<file path="src/rtl/xbar_master_port.sv">
// xbar_master_port: buffers master commands, arbitrates via req/grnt and issues single-beat slave transfers
module xbar_master_port #(
  parameter int ADDR_W = 32,
  parameter int DATA_W = 32,
  parameter int FIFO_DEPTH = 4,
  parameter int ACK_TIMEOUT = 15
) (
  input  logic              clk,
  input  logic              rst,
  input  logic              m_valid,
  output logic              m_ready,
  input  logic              m_we,
  input  logic [ADDR_W-1:0] m_addr,
  input  logic [DATA_W-1:0] m_wdata,
  output logic              req,
  input  logic              grnt,
  output logic              s_valid,
  output logic              s_we,
  output logic [ADDR_W-1:0] s_addr,
  output logic [DATA_W-1:0] s_wdata,
  input  logic              s_ack,
  input  logic [DATA_W-1:0] s_rdata,
  output logic              r_valid,
  output logic [DATA_W-1:0] r_rdata,
  output logic              r_err
);
  localparam int PW = $clog2(FIFO_DEPTH);
  localparam int CW = PW + 1;
  localparam int TW = $clog2(ACK_TIMEOUT + 1);
  localparam int EW = 1 + ADDR_W + DATA_W;
  typedef enum logic [1:0] {IDLE, REQ, XFER} state_t;
  state_t state, state_nx;
  logic [EW-1:0] mem [FIFO_DEPTH];
  logic [PW-1:0] wr_ptr, rd_ptr;
  logic [CW-1:0] count;
  logic [TW-1:0] tmr;
  logic push, pop, tmo, xfer, left, head_we;
  logic [ADDR_W-1:0] head_addr;
  logic [DATA_W-1:0] head_wdata;
  assign {head_we, head_addr, head_wdata} = mem[rd_ptr];
  assign m_ready = (count != CW'(FIFO_DEPTH)) && !rst;
  assign push = m_valid && m_ready;
  assign xfer = state == XFER;
  assign tmo = xfer && !s_ack && grnt && tmr == TW'(ACK_TIMEOUT);
  assign pop = xfer && (s_ack || tmo);
  assign left = count > CW'(1) || push;
  assign s_valid = xfer;
  assign s_we = xfer && head_we;
  assign s_addr = xfer ? head_addr : '0;
  assign s_wdata = xfer ? head_wdata : '0;
  always_comb begin
    state_nx = state;
    if (state == IDLE && count != '0) state_nx = REQ;
    if (state == REQ && grnt) state_nx = XFER;
    if (xfer) state_nx = pop ? (left ? REQ : IDLE) : (grnt ? XFER : REQ);
  end
  always_ff @(posedge clk) begin
    if (push) mem[wr_ptr] <= {m_we, m_addr, m_wdata};
  end
  always_ff @(posedge clk) begin
    if (rst) begin
      state <= IDLE;
      wr_ptr <= '0;
      rd_ptr <= '0;
      count <= '0;
      tmr <= '0;
      req <= 1'b0;
      r_valid <= 1'b0;
      r_rdata <= '0;
      r_err <= 1'b0;
    end else begin
      state <= state_nx;
      wr_ptr <= push ? wr_ptr + 1'b1 : wr_ptr;
      rd_ptr <= pop ? rd_ptr + 1'b1 : rd_ptr;
      count <= count + CW'(push) - CW'(pop);
      tmr <= (xfer && state_nx == XFER) ? tmr + 1'b1 : '0;
      req <= state != IDLE;
      r_valid <= pop;
      r_rdata <= (xfer && s_ack && !head_we) ? s_rdata : '0;
      r_err <= tmo;
    end
  end
endmodule

</file>
<file path="config.mk">
export PLATFORM = sky130hd
export DESIGN_NAME = xbar_master_port
export DESIGN_NICKNAME = d
export VERILOG_FILES = /design/src/rtl/xbar_master_port.sv
export SDC_FILE = /design/constraint.sdc
export NUM_CORES = 1
export LEC_CHECK = 0
export CELL_PAD_IN_SITES_DETAIL_PLACEMENT = 0
export CELL_PAD_IN_SITES_GLOBAL_PLACEMENT = 2
export CORE_ASPECT_RATIO = 1.75
export CORE_MARGIN = 3
export CORE_UTILIZATION = 42
export CTS_BUF_LIST = sky130_fd_sc_hd__clkbuf_16
export CTS_CLUSTER_DIAMETER = 120
export CTS_CLUSTER_SIZE = 12
export DETAILED_ROUTE_END_ITERATION = 10
export GPL_TIMING_DRIVEN = 0
export MAX_ROUTING_LAYER = met4
export PLACE_DENSITY = 0.88
export SKIP_CTS_REPAIR_TIMING = 1
export SLEW_MARGIN = 40
export SYNTH_ARGS = -nofsm -noshare
export SYNTH_HDL_FRONTEND = slang
export SYNTH_SLANG_ARGS = --single-unit
</file>
<file path="constraint.sdc">
create_clock -name clk -period 8.3 [get_ports clk]
set_input_delay 0.83 -clock clk [delete_from_list [all_inputs] [get_ports clk]]
set_output_delay 0.83 -clock clk [all_outputs]
set_load 0.005 [all_outputs]
</file>
==> results.md <==
- Run status: complete, no violations
- Post-Syn Area per Cell: 20.0 um2
- Maximum clock path buffer count: 3
- Fillers: 2066
- Sink Count: 310
- Vias per cell: 4.97
- Syn Nets: 688
- Crit path arrival time: 2890 ps
- Iter 0 DRT Violations: 280
- Setup TNS Final: 0 ps
- Initial antenna violation count: 1
- Synth area leader: edfxtp_1
- Pwr/cell area: 219 nW/um2
- Crit Path Class: flip-flop to output pin
- 1st-pass router iterations: 4
- Worst-Skew Late Latency: 550 ps
- Final period utilization: 44.8%
- Setup WS post-layout: 4580 ps
- Flop-to-flop setup slack: 5910 ps
- Critical path data required time: 7470 ps
- Slew @ Worst Pin: 619 ps
- Mapped Cells: 577
- Yosys cell types: 35
- Reg power frac: 54.2%
- Core ar.: 26800 um2
- Sequential fraction of the synthesis area: 76.3%
- Syn Std Cell Area: 11500 um2
- Htree depth: 1
- Worst setup EP type: output pin
- Register bit total from synthesis: 310
- GRT Total Usage: 16.7%
- RSZ-0062 raised after global routing: no
- Skew final: 19.6 ps
- GRT overflow: 0
- Post-route minimum period: 3720 ps
- F_max: 269 MHz
- Total CTS buffers: 29
- Clk pwr share: 34.9%
- Post-Route WL: 24200 um
- Via count: 5999
- Layout cells sized above 1: 15.0%
- Setup violators final: 0
- EDFF count, synth: 260
- Post-DR wirelength/cell: 20.0 um
- IO Port Bufs: 203
- Int Power: 2.60 mW
- Combinational Power Share: 10.9%
- Cell row count: 79
- Place WS: 5080 ps
- Worst IR Drop VDD: 0.174 mV
- Sw Ratio: 21.4%
- Final GP Congestion: 0.762
- Hpwl dp: 17000 um
- Clock Pin Slew Worst Setup and Hold Paths: 60 ps
- Vias in the first global route: 6788
- Asr flop ratio synth: 0%
- Ranking of synthesized cells by area: edfxtp_1 68%, mux4_2 13%, dfxtp_1 8.7%
- DRC: 0
- CTS Root Cell: clkbuf_16
- Nets@finish: 930
- Max-Cap Viols: 0
- Final Max Tran Viols: 0
- Synth top area share: 67.6%
- IO Pins: 204
- Worst Path Max Fanout: 10
- Pin count of the biggest net entering global routing: 32
- Synth-to-Final Area Change: 30.5%
- Psw: 0.705 mW
- Syn. warnings: 0
- Die area: 29600 um2
- Leak: 5.01 nW
- Final hold slack: 469 ps
- Main synth FF type: edfxtp_1
- Die width: 131 um
- First-pass GRT wire length: 37800 um
- DRT antenna net count: 0
- Rel. slew slack: 58.8%
- Type of the most critical hold path: flip-flop to flip-flop
- CTS tree: built
- Initial core utilization: 43.1%
- Setup crit start kind: flip-flop
- Chip Height: 225 um
- Final hold vios: 0
- Tot Pwr: 3.30 mW
## power by group through the flow
stage	logic, mW	clock network, mW	registers, mW
6_report	0.360	1.15	1.79
5_1_grt	0.394	1.25	1.80
4_1_cts	0.371	1.19	1.79
3_5_place_dp	0.369	0	1.82
3_3_place_gp	0.341	0	1.83
2_1_floorplan	0.173	0	1.82
## logic make-up after synthesis
logic type,synth area share [%]
XOR/XNOR,0.228
multiplexers,12.8
AND/OR/NAND/NOR,7.20
flip-flops,76.3
adder cells (fa/ha/maj),1.04
buffers and inverters,1.53
AO/OA/AOI/OAI,0.932
## cell type report
cell class	count	area, um2	share of cell area (%)
Buffer	26	143	0.947
Clock inverter	25	98.8	0.656
Clock buffer	29	726	4.82
Sequential cell	310	8810	58.5
Multi-Input combinational cell	232	2580	17.1
Timing Repair Buffer	211	2220	14.7
Tap cell	364	455	3.02
Inverter	9	33.8	0.224
Antenna cell	1	2.50	0.0166
## cells in the mapped netlist (2+ instances only)
cell,count
edfxtp_1,260
and2_1,97
mux4_2,65
dfxtp_1,50
nor2_1,14
buf_4,10
clkbuf_1,10
inv_1,9
ha_1,8
buf_2,6
a21oi_1,5
nand2b_1,5
nand3_1,5
and3_1,4
nor2b_1,3
a2111oi_0,2
nand2_1,2
nor3b_1,2
o21ai_0,2
o21bai_1,2
xnor2_1,2
## critical path, cell delays in order (launching register included)
cell and delay, ps:
dfxtp_1 350, nand2b_1 240, inv_1 130, clkbuf_1 440, clkbuf_1 410, and2_1 240, clkdlybuf4s50_1 520
## final timing paths
kind	startpoint	endpoint	cells after the start
worst max-delay path	state[0]$_SDFF_PP0_	s_addr[21]	6
worst min-delay path	tmr[0]$_SDFF_PP0_	tmr[0]$_SDFF_PP0_	1
worst max register to register	tmr[0]$_SDFF_PP0_	count[2]$_SDFF_PP0_	10
worst min register to register	tmr[0]$_SDFF_PP0_	tmr[0]$_SDFF_PP0_	1
## cell usage in the layout (no fill, tap or decap), types with 6 or more instances in the layout
cell and n:
and2_1 97, buf_2 6, buf_4 10, clkbuf_1 10, clkbuf_16 29, clkdlybuf4s50_1 203
dfxtp_1 50, edfxtp_1 260, ha_1 8, inv_1 32, mux4_2 65, nor2_1 14
## through the flow
step                      utilization, %  instance area, um2  instances
after floorplan                        -               11500        577
after global placement              52.4               14000       1144
after detailed placement            53.2               14200       1152
after CTS                           56.2               15100       1206
after global routing                56.3               15100       1207
final                               56.3               15100       1207
## layer usage
| layer | up-vias | global-route usage (%) | wire length [um] |
|---|---|---|---|
| li1 | 2739 | - | - |
| met1 | 3082 | 18.0 | 8850 |
| met2 | 153 | 31.9 | 13900 |
| met3 | 25 | 2.84 | 1010 |
| met4 | 0 | 4.44 | 398 |
| met5 | - | - | 0 |
## flip-flops by register name, indices dropped and copies added (netlist names), named ones only
signal   cells
state        2
rd_ptr       2
req          1
r_rdata     32
tmr          4
r_err        1
mem        260
r_valid      1
wr_ptr       2
count        3
(Power assumes the default switching activity.)
